## config.mk

```make
export PLATFORM = sky130hd
export DESIGN_NAME = dt_bitmap_packer_flat
export DESIGN_NICKNAME = d
export VERILOG_FILES = /design/src/rtl/dt_bitmap_packer_if.sv /design/src/rtl/dt_bitmap_packer.sv /design/src/flat_wrapper.sv
export SDC_FILE = /design/constraint.sdc
export NUM_CORES = 1
export LEC_CHECK = 0
export BUFFER_PORTS_ARGS = -buffer_cell sky130_fd_sc_hd__buf_2
export CAP_MARGIN = 10
export CELL_PAD_IN_SITES_DETAIL_PLACEMENT = 1
export CELL_PAD_IN_SITES_GLOBAL_PLACEMENT = 1
export CORE_ASPECT_RATIO = 1.25
export CORE_UTILIZATION = 43
export CTS_BUF_LIST = sky130_fd_sc_hd__clkbuf_2 sky130_fd_sc_hd__clkbuf_4 sky130_fd_sc_hd__clkbuf_8
export DETAILED_ROUTE_END_ITERATION = 10
export PLACE_DENSITY = 0.81
export SYNTH_ARGS = -nofsm -noshare
export SYNTH_HDL_FRONTEND = slang
export SYNTH_SLANG_ARGS = --single-unit
```

## constraint.sdc

```tcl
create_clock -name clk -period 6.7 [get_ports clk]
set_clock_uncertainty 0.05 [all_clocks]
set_input_delay 0.335 -clock clk [delete_from_list [all_inputs] [get_ports clk]]
set_output_delay 0.335 -clock clk [all_outputs]
set_load 0.01 [all_outputs]
```

## src/rtl/dt_bitmap_packer_if.sv

```systemverilog
// Bus bundle between the bitmap packer and its surroundings.
// The packer drives the master side. The res RAM, the packed-bitmap sink and the controller drive the slave side.
interface dt_bitmap_packer_if;
  // Handshake semantics. There is no back-pressure anywhere on this bus.
  //  - start is a request. It is sampled only while the packer is idle or done, and ignored while busy.
  //  - res_rd/res_addr present one pixel read. res_di must carry that pixel during the following cycle.
  //  - pk_wr is a single-cycle write strobe that qualifies pk_addr/pk_do. The sink accepts it unconditionally.
  //  - busy/done/fg_count are status levels.
  logic        start;
  logic        busy;
  logic        done;
  logic        res_rd;
  logic [13:0] res_addr;
  logic [7:0]  res_di;
  logic        pk_wr;
  logic [9:0]  pk_addr;
  logic [15:0] pk_do;
  logic [14:0] fg_count;

  modport master (
    input  start, res_di,
    output busy, done, res_rd, res_addr, pk_wr, pk_addr, pk_do, fg_count
  );

  modport slave (
    output start, res_di,
    input  busy, done, res_rd, res_addr, pk_wr, pk_addr, pk_do, fg_count
  );
endinterface

```

## src/rtl/dt_bitmap_packer.sv

```systemverilog
// Reads the 128x128 8-bit DT result image and thresholds every pixel to one bit.
// Sixteen consecutive pixels are packed per word, column 0 in the MSB.
// The result is 1024 16-bit words in the same layout as the sti ROM.
// Each word takes 18 cycles:
//  - 16 read cycles,
//  - 1 cycle to catch the last read datum,
//  - 1 write cycle.
module dt_bitmap_packer #(
  parameter logic [7:0] THRESH = 8'd0
) (
  input  logic                  clk,
  input  logic                  reset,
  dt_bitmap_packer_if.master    bus,
  output logic [2:0]            dbg_state
);

  typedef enum logic [2:0] {
    IDLE  = 3'd0,
    READ  = 3'd1,
    LAST  = 3'd2,
    WRITE = 3'd3,
    DONE  = 3'd4
  } state_t;

  state_t      state_q, state_d;
  logic [9:0]  w_q, w_d;        // word index {row, col[6:4]}
  logic [3:0]  c_q, c_d;        // pixel index currently on res_addr
  logic [15:0] sh_q, sh_d;      // word under assembly, MSB = column 0
  logic [14:0] fg_q, fg_d;
  logic        busy_q, busy_d;
  logic        done_q, done_d;
  logic        rd_q, rd_d;
  logic [13:0] addr_q, addr_d;
  logic        wr_q, wr_d;
  logic [9:0]  paddr_q, paddr_d;
  logic [15:0] pdo_q, pdo_d;

  logic        pix_bit;
  logic [15:0] word_full;

  function automatic logic [4:0] popcount16(input logic [15:0] v);
    logic [4:0] n;
    n = 5'd0;
    for (int i = 0; i < 16; i++) begin
      n = n + {4'd0, v[i]};
    end
    return n;
  endfunction

  // Data on res_di belongs to the address strobed one cycle earlier.
  assign pix_bit   = (bus.res_di > THRESH);
  assign word_full = {sh_q[14:0], pix_bit};

  // Next-state and next-output logic. Every output is registered from these *_d values.
  always_comb begin
    state_d = state_q;
    w_d     = w_q;
    c_d     = c_q;
    sh_d    = sh_q;
    fg_d    = fg_q;
    busy_d  = busy_q;
    done_d  = done_q;
    rd_d    = 1'b0;
    addr_d  = addr_q;
    wr_d    = 1'b0;
    paddr_d = paddr_q;
    pdo_d   = pdo_q;

    case (state_q)
      IDLE, DONE: begin
        if (bus.start) begin
          w_d     = 10'd0;
          c_d     = 4'd0;
          sh_d    = 16'd0;
          fg_d    = 15'd0;
          busy_d  = 1'b1;
          done_d  = 1'b0;
          rd_d    = 1'b1;
          addr_d  = 14'd0;
          state_d = READ;
        end
      end

      READ: begin
        // Pixel c-1 is on res_di now. At c = 0 nothing useful has returned yet.
        if (c_q != 4'd0) begin
          sh_d = word_full;
        end
        if (c_q == 4'd15) begin
          state_d = LAST;
        end else begin
          c_d    = c_q + 4'd1;
          rd_d   = 1'b1;
          addr_d = {w_q, c_q + 4'd1};
        end
      end

      LAST: begin
        // The 16th pixel arrives here. Issue the write and account for the word together.
        sh_d    = word_full;
        wr_d    = 1'b1;
        paddr_d = w_q;
        pdo_d   = word_full;
        fg_d    = fg_q + {10'd0, popcount16(word_full)};
        state_d = WRITE;
      end

      WRITE: begin
        if (w_q == 10'd1023) begin
          busy_d  = 1'b0;
          done_d  = 1'b1;
          state_d = DONE;
        end else begin
          w_d     = w_q + 10'd1;
          c_d     = 4'd0;
          rd_d    = 1'b1;
          addr_d  = {w_q + 10'd1, 4'd0};
          state_d = READ;
        end
      end

      default: begin
        state_d = IDLE;
      end
    endcase
  end

  // State and output registers. Reset clears everything, which discards a partial word.
  always_ff @(posedge clk) begin
    if (reset) begin
      state_q <= IDLE;
      w_q     <= 10'd0;
      c_q     <= 4'd0;
      sh_q    <= 16'd0;
      fg_q    <= 15'd0;
      busy_q  <= 1'b0;
      done_q  <= 1'b0;
      rd_q    <= 1'b0;
      addr_q  <= 14'd0;
      wr_q    <= 1'b0;
      paddr_q <= 10'd0;
      pdo_q   <= 16'd0;
    end else begin
      state_q <= state_d;
      w_q     <= w_d;
      c_q     <= c_d;
      sh_q    <= sh_d;
      fg_q    <= fg_d;
      busy_q  <= busy_d;
      done_q  <= done_d;
      rd_q    <= rd_d;
      addr_q  <= addr_d;
      wr_q    <= wr_d;
      paddr_q <= paddr_d;
      pdo_q   <= pdo_d;
    end
  end

  assign bus.busy     = busy_q;
  assign bus.done     = done_q;
  assign bus.res_rd   = rd_q;
  assign bus.res_addr = addr_q;
  assign bus.pk_wr    = wr_q;
  assign bus.pk_addr  = paddr_q;
  assign bus.pk_do    = pdo_q;
  assign bus.fg_count = fg_q;
  assign dbg_state    = state_q;

endmodule
```

## src/flat_wrapper.sv

```systemverilog
// flat-port wrapper written by rule: the top's interface ports become plain ports
module dt_bitmap_packer_flat 
#(
  parameter logic [7:0] THRESH = 8'd0
)
  (clk, reset, dbg_state, bus_start, bus_res_di, bus_busy, bus_done, bus_res_rd, bus_res_addr, bus_pk_wr, bus_pk_addr, bus_pk_do, bus_fg_count);
  dt_bitmap_packer_if bus_i ();
  input  logic clk;
  input  logic reset;
  output logic [2:0] dbg_state;
  input wire logic [$bits(bus_i.start)-1:0] bus_start;
  input wire logic [$bits(bus_i.res_di)-1:0] bus_res_di;
  output wire logic [$bits(bus_i.busy)-1:0] bus_busy;
  output wire logic [$bits(bus_i.done)-1:0] bus_done;
  output wire logic [$bits(bus_i.res_rd)-1:0] bus_res_rd;
  output wire logic [$bits(bus_i.res_addr)-1:0] bus_res_addr;
  output wire logic [$bits(bus_i.pk_wr)-1:0] bus_pk_wr;
  output wire logic [$bits(bus_i.pk_addr)-1:0] bus_pk_addr;
  output wire logic [$bits(bus_i.pk_do)-1:0] bus_pk_do;
  output wire logic [$bits(bus_i.fg_count)-1:0] bus_fg_count;
  assign bus_i.start = bus_start;
  assign bus_i.res_di = bus_res_di;
  assign bus_busy = bus_i.busy;
  assign bus_done = bus_i.done;
  assign bus_res_rd = bus_i.res_rd;
  assign bus_res_addr = bus_i.res_addr;
  assign bus_pk_wr = bus_i.pk_wr;
  assign bus_pk_addr = bus_i.pk_addr;
  assign bus_pk_do = bus_i.pk_do;
  assign bus_fg_count = bus_i.fg_count;
  dt_bitmap_packer #(.THRESH(THRESH)) u_core (.clk(clk), .reset(reset), .bus(bus_i), .dbg_state(dbg_state));
endmodule
```

==> results of run 1 <==
critical path: cells and delay by family:
family / cells / cell delay, ps
AO/OA/AOI/OAI: 4 / 940
adder cells (fa/ha/maj): 8 / 3350
buffers and inverters: 2 / 130
AND/OR/NAND/NOR: 5 / 1210
cell type report:
class | count | share of cell area
clock buffer | 10 | 0.02777
clock inverter | 4 | 0.01540
inverter | 27 | 0.02045
multi-input combinational | 381 | 0.4612
sequential | 91 | 0.3676
tap | 126 | 0.03181
timing repair buffer | 74 | 0.07574
registers in the layout, summed over array words and instances (netlist names), 3 cells and up:
register,count
u_core.bus.fg_count,15
u_core.bus.pk_addr,10
u_core.bus.pk_do,16
u_core.bus.res_addr,14
u_core.c_q,4
u_core.dbg_state,3
u_core.sh_q,15
u_core.w_q,10
layer usage:
metal / vias up / global-route usage / part of all wire
li1: 1899 / - / -
met1: 1917 / 0.2455 / 0.40
met5: - / 0 / 0
met2: 81 / 0.4358 / 0.55
met3: 18 / 0.03851 / 0.029
met4: 0 / 0.08229 / 0.019
power by group through the flow:
| stage | Combinational [mW] | Sequential (mW) | Clock [mW] |
|---|---|---|---|
| detailed placement | 0.648 | 0.632 | 0 |
| floorplan | 0.500 | 0.622 | 0 |
| CTS | 0.660 | 0.620 | 0.422 |
| finish | 0.652 | 0.620 | 0.407 |
| global placement | 0.617 | 0.632 | 0 |
| global route | 0.748 | 0.626 | 0.440 |
placed cells by master (no fill, tap or decap), types with 5 or more instances in the layout:
master | synthesis | final
ha_1 | 13 | 13
xor2_1 | 8 | 8
nand3_1 | 22 | 22
buf_2 | 11 | 72
nor3_1 | 9 | 9
inv_1 | 26 | 26
nand2_1 | 103 | 103
fa_1 | 11 | 11
a21oi_1 | 73 | 73
and3_1 | 7 | 7
nor2_1 | 48 | 48
dfxtp_1 | 91 | 91
nand4_1 | 7 | 7
xnor2_1 | 7 | 7
mux2_2 | 5 | 5
o21ai_0 | 10 | 10
a21o_1 | 5 | 5
clkbuf_8 | 0 | 10
metrics by stage:
stage	cell area, um2	std cells	setup WS [ps]
finish	4956	713	947.7
global route	4956	713	690.1
CTS	4956	713	989.8
detailed placement	4742	699	623.3
global placement	4742	699	820.5
floorplan	4370	531	1101
cells in the mapped netlist, types with 2 or more instances:
cell	count	area share
nor3b_1	2	0.0034
o31ai_1	3	0.0052
nand4b_1	2	0.0040
buf_4	3	0.0052
and3_1	7	0.010
ha_1	13	0.037
nor3_1	9	0.010
fa_1	11	0.050
a21oi_1	73	0.084
a31oi_1	2	0.0029
a211o_1	2	0.0040
a21o_1	5	0.0086
dfxtp_1	91	0.42
a22oi_1	4	0.0069
nor2b_1	3	0.0043
nor2_1	48	0.041
a311oi_1	4	0.0080
nand2_1	103	0.088
buf_2	11	0.013
and4_1	2	0.0040
nand4_1	7	0.010
nor3b_2	3	0.0086
o21ai_0	10	0.011
xor2_1	8	0.016
mux2_2	5	0.013
nand3_1	22	0.025
a221oi_1	2	0.0040
nand2b_1	3	0.0043
clkbuf_1	15	0.013
inv_1	26	0.022
a211oi_1	3	0.0052
or4_1	2	0.0034
a41o_1	2	0.0046
nor2_2	2	0.0029
buf_6	3	0.0077
xnor2_1	7	0.014
final timing paths:
check | cells past startpoint | slack (ps) | startpoint | end
setup reg to reg | 17 | 1180 | u_core.sh_q[0] | u_core.bus.fg_count[14]
hold reg to reg | 2 | 410 | u_core.bus.pk_addr[5] | u_core.bus.pk_addr[5]
hold / removal | 3 | 280 | bus_start | u_core.dbg_state[2]
setup / recovery | 19 | 950 | bus_res_di[4] | u_core.bus.fg_count[14]
cell families after synthesis:
group                    count (synthesis)
AND/OR/NAND/NOR                        219
AO/OA/AOI/OAI                          118
flip-flops                              91
buffers and inverters                   59
adder cells (fa/ha/maj)                 24
XOR/XNOR                                15
multiplexers                             5
==> flow_summary_export.csv, run 1 <==
group,metric,value,unit
run_status,outcome,"complete, no violations",
die,die_w,92.17,um
route,drtAntennaViolNets,0,
pwr,switching_share,0.3749,
cells_and_area,n_fill_cell,1217,
timing,slew_viol_final,0,
grt,overflow,0,
synth,avgSynthCellArea,8.231,um2
pwr,internal-power,1.049,mW
route,drc,0,
cells_and_area,antenna_cells,0,
synth,postSynthCellCount,531,
cts,post_cts_buffers,0,
die,core,9759,um2
timing,hold_viol_final,0,
synth,synth_edf_count,0,
route,viasPerCell,5.491,
cts,ctsRootBufferMaster,"clkbuf_8",
worst_setup_path,slowest_delay,550,ps
worst_setup_path,startpoint_type,"primary input",
die,start_util,0.4478,
route,routed_wl,11380,um
synth,ys_ff_latch,91,
worst_setup_path,worstPathMaxFanout,6,
timing,hold_slack,284.4,ps
cells_and_area,fin_util,0.5078,
die,dieHeight,114.7,um
synth,async_flop_share,0,
route,vias,3915,
worst_setup_path,required,6900,ps
pwr,seqPwrFrac,0.369,
timing,post-route-period-util,0.8586,
synth,yosysWarnings,0,
pwr,pwr-share-comb,0.388,
route,drt-wirelength-per-cell,15.96,um
timing,tightest_slew,909.8,ps
pwr,powerDensity,338.7,nW/um2
grt,grt_max_degree,75,
timing,rsz0062_at_grt,"false",
synth,synth.cell_area,4370,um2
grt,grt_usage,0.2259,
synth,synth-compound-area-share,0.1618,
worst_setup_path,critPathArrivalTime,5950,ps
cells_and_area,nNetsFinal,619,
worst_setup_path,crit_type,"in2reg",
placement,io_buffers,72,
timing,finalSetupViolations,0,
synth,synth_cell_types,49,
pwr,vdd_drop_max,221.5,uV
grt,grt_pass1_vias,3936,
cts,cts.path.max_buffers,2,
cts,htree_levels,3,
worst_setup_path,endpoint_kind,"flip-flop",
timing,fmax,173.8,MHz
die,top_level_ports,73,
die,fp-row-count,40,
synth,synth-simple-area-share,0.2293,
pwr,power_frac_clock,0.242,
synth,synthMuxAreaShare,0.01288,
cts,cts_tree,"yes",
timing,setup-tns-final,0,ps
cts,ctsHoldBuffers,0,
die,dieArea,10570,um2
cts,clk_latency,370,ps
worst_setup_path,path_common_cell,"fa_1",
cts,cts_buffers,9,
cells_and_area,multi_input_area,2286,um2
grt,antenna_found_initial,0,
worst_setup_path,slowest_stage,"fa_1",
job,maxCapViolCount,0,
cts,cts.sinks,91,
placement,routabilityCongestion,0.8351,
pwr,p_sw,0.6293,mW
timing,layout_min_cycle_time,5752,ps
cells_and_area,regArea,1822,um2
synth,synth_xor_area_frac,0.03006,
placement,hpwl,8216,um
pwr,finalPower,1.678,mW
hold_path,worstHoldPathType,"in2reg",
cts,clk_pin_slew,80,ps
synth,synth-adder-area-share,0.08760,
synth,synth_top_family_by_area,"simple AND/OR/NAND/NOR gates",
synth,seq_area_frac_synth,0.4168,
cells_and_area,area_growth,13.40,%
pwr,p_leak,2.104,nW
worst_setup_path,crit_chain,"buf_2 -> or4_1 -> nor2_1 -> fa_1 -> fa_1 -> fa_1 -> fa_1 -> fa_1 -> inv_1 -> ha_1 -> fa_1 -> a21oi_1 -> nor2b_1 -> ha_1 -> o21ai_0 -> o21bai_1 -> nand4b_1 -> and3_1 -> o21a_1",
synth,syn_nets,566,
cts,cts-resized-gates,0,
route,dr.first_iter.drc_count,99,
route,first_pass_iters,4,
synth,synthFlopType,"dfxtp_1",
timing,slew_headroom,0.3922,
cells_and_area,drive_above_1_share,0.1755,
grt,grt_pass1_wl,18620,um
(Power assumes the default switching activity.)
==> inputs of run 2 (changes only) <==
--- a/config.mk
+++ b/config.mk
@@ -14,6 +14,7 @@
 export CTS_BUF_LIST = sky130_fd_sc_hd__clkbuf_2 sky130_fd_sc_hd__clkbuf_4 sky130_fd_sc_hd__clkbuf_8
 export DETAILED_ROUTE_END_ITERATION = 10
 export PLACE_DENSITY = 0.81
+export RECOVER_POWER = 100
 export SYNTH_ARGS = -nofsm -noshare
 export SYNTH_HDL_FRONTEND = slang
 export SYNTH_SLANG_ARGS = --single-unit
==> flow_summary_export.csv, run 2 (synthesis gave the netlist of run 1 again) <==
group,metric,value,unit
cts,htree_levels,3,
timing,slew_headroom,-0.07491,
placement,io_buffers,72,
pwr,power_frac_clock,0.244,
cts,clk_latency,360,ps
worst_setup_path,crit_type,"in2reg",
cells_and_area,largest_register_ffs,16,
die,start_util,0.4478,
job,maxCapViolCount,1,
cells_and_area,antenna_cells,0,
pwr,powerDensity,345.3,nW/um2
route,drc,0,
route,drtAntennaViolNets,0,
cts,cts-resized-gates,0,
placement,routabilityCongestion,0.8351,
worst_setup_path,startpoint_type,"primary input",
die,die_w,92.17,um
cells_and_area,nNetsFinal,619,
cts,cts_buffers,9,
grt,grt_max_degree,75,
die,top_level_ports,73,
timing,slew_viol_final,35,
worst_setup_path,r2r_setup_slack,1170,ps
worst_setup_path,crit_chain,"buf_2 -> or4_1 -> nor2_1 -> fa_1 -> fa_1 -> fa_1 -> fa_1 -> fa_1 -> inv_1 -> ha_1 -> fa_1 -> a21oi_1 -> nor2b_1 -> ha_1 -> o21ai_0 -> o21bai_1 -> nand4b_1 -> and3_1 -> o21a_1",
cts,cts.sinks,91,
grt,grt_pass1_vias,3936,
pwr,seqPwrFrac,0.371,
worst_setup_path,worstReg2RegStart,"u_core.sh_q[0]",
grt,overflow,0,
timing,setup-tns-final,0,ps
placement,postPlaceCellArea,4742,um2
timing,tightest_slew,1612,ps
grt,grt_pass1_wl,18620,um
pwr,finalPower,1.670,mW
cts,ctsRootBufferMaster,"clkbuf_8",
timing,hold_viol_final,0,
grt,grt_usage,0.2259,
pwr,vdd_drop_max,220.7,uV
die,fp-row-count,40,
cts,ctsHoldBuffers,0,
timing,fmax,173.7,MHz
die,dieArea,10570,um2
die,dieHeight,114.7,um
worst_setup_path,slowest_delay,550,ps
cells_and_area,area_growth,10.62,%
pwr,internal-power,1.042,mW
worst_setup_path,rr_endpoint,"u_core.bus.fg_count[14]",
pwr,pwr-share-comb,0.385,
route,vias,3906,
cells_and_area,n_fill_cell,1246,
route,first_pass_iters,4,
hold_path,worstHoldPathType,"in2reg",
cells_and_area,regArea,1822,um2
cells_and_area,stdcell_count,713,
timing,rsz0062_at_grt,"false",
cts,clk_pin_slew,80,ps
worst_setup_path,worstSetupEndpoint,"u_core.bus.fg_count[14]",
cells_and_area,final_cell_mix,"103 x nand2_1, 91 x dfxtp_1, 75 x a21oi_1",
die,core,9759,um2
cts,cts_tree,"yes",
timing,finalSetupViolations,0,
placement,placed_cells,699,
cells_and_area,fin_area,4835,um2
worst_setup_path,r2r_cells,17,
cells_and_area,drive_above_1_share,0.05792,
worst_setup_path,endpoint_kind,"flip-flop",
worst_setup_path,critPathLaunch,"bus_res_di[4]",
worst_setup_path,worstPathMaxFanout,6,
grt,antenna_found_initial,0,
route,dr.first_iter.drc_count,100,
cells_and_area,layout_commonest_cell,"nand2_1",
worst_setup_path,critPathArrivalTime,5960,ps
pwr,p_leak,1.811,nW
timing,layout_min_cycle_time,5759,ps
cts,cts.path.max_buffers,2,
timing,post-route-period-util,0.8595,
pwr,switching_share,0.3759,
worst_setup_path,required,6900,ps
pwr,p_sw,0.6276,mW
route,drt-wirelength-per-cell,16.03,um
route,routed_wl,11430,um
cells_and_area,multi_input_area,2246,um2
cts,post_cts_buffers,0,
run_status,violations,"capacitance limit, slew limit",
worst_setup_path,path_common_cell,"fa_1",
run_status,outcome,"finished with violations",
worst_setup_path,slowest_stage,"fa_1",
route,viasPerCell,5.478,
placement,hpwl,8216,um
cells_and_area,fin_util,0.4954,
-- run 2: cell types whose count changed in the layout (fill, tap and decap cells not counted), sizes merged --
| cell | change |
|---|---|
| clkbuf | +63 |
| buf | -63 |
-- run 2: layer usage --
| layer | global-route usage | up-vias | wire length, um | part of all wire |
|---|---|---|---|---|
| met5 | 0 | - | 0 | 0 |
| met4 | 0.08229 | 0 | 202 | 0.018 |
| met3 | 0.03851 | 15 | 274 | 0.024 |
| met2 | 0.4358 | 60 | 6278 | 0.55 |
| met1 | 0.2455 | 1930 | 4672 | 0.41 |
| li1 | - | 1901 | - | - |
-- run 2: power groups by stage --
| stage | Clock [mW] | Sequential, mW | Combinational [mW] |
|---|---|---|---|
| 6_report | 0.408 | 0.619 | 0.643 |
| 5_1_grt | 0.440 | 0.625 | 0.740 |
| 4_1_cts | 0.422 | 0.620 | 0.660 |
| 3_5_place_dp | 0 | 0.632 | 0.648 |
| 3_3_place_gp | 0 | 0.632 | 0.617 |
| 2_1_floorplan | 0 | 0.622 | 0.500 |
-- run 2: worst max-delay path, delay by kind of cell --
kind,cells,cell delay [ps]
AOI/OAI and AO/OA,4,940
adders and majority gates,8,3350
buffers and inverters,2,130
and+or+nand+nor,5,1210
-- run 2: area by class of cell --
type / instances / area share
Tap cell: 126 / 0.03261
Inverter: 27 / 0.02096
Clock inverter: 4 / 0.01579
Clock buffer: 10 / 0.02847
Timing Repair Buffer: 74 / 0.06082
Sequential cell: 91 / 0.3768
Multi-Input combinational cell: 381 / 0.4645
-- run 2: stage by stage --
| stage | hold WS [ps] | worst slack [ps] |
|---|---|---|
| floorplan | 395.3 | 1101 |
| global placement | 388.1 | 820.5 |
| detailed placement | 396.3 | 623.3 |
| CTS | 264.8 | 989.8 |
| global route | 282.9 | 690.2 |
| finish | 280.0 | 941.5 |
-- run 2: worst min path at each step --
stage	cells past startpoint	slack, ps	end	startpoint
floorplan	2	400	u_core.bus.pk_do[15]	u_core.sh_q[14]
global placement	2	390	u_core.bus.res_addr[6]	u_core.bus.res_addr[6]
detailed placement	2	400	u_core.bus.pk_addr[6]	u_core.bus.pk_addr[6]
CTS	3	260	u_core.dbg_state[2]	bus_start
global route	3	280	u_core.dbg_state[2]	bus_start
finish	3	280	u_core.dbg_state[2]	bus_start
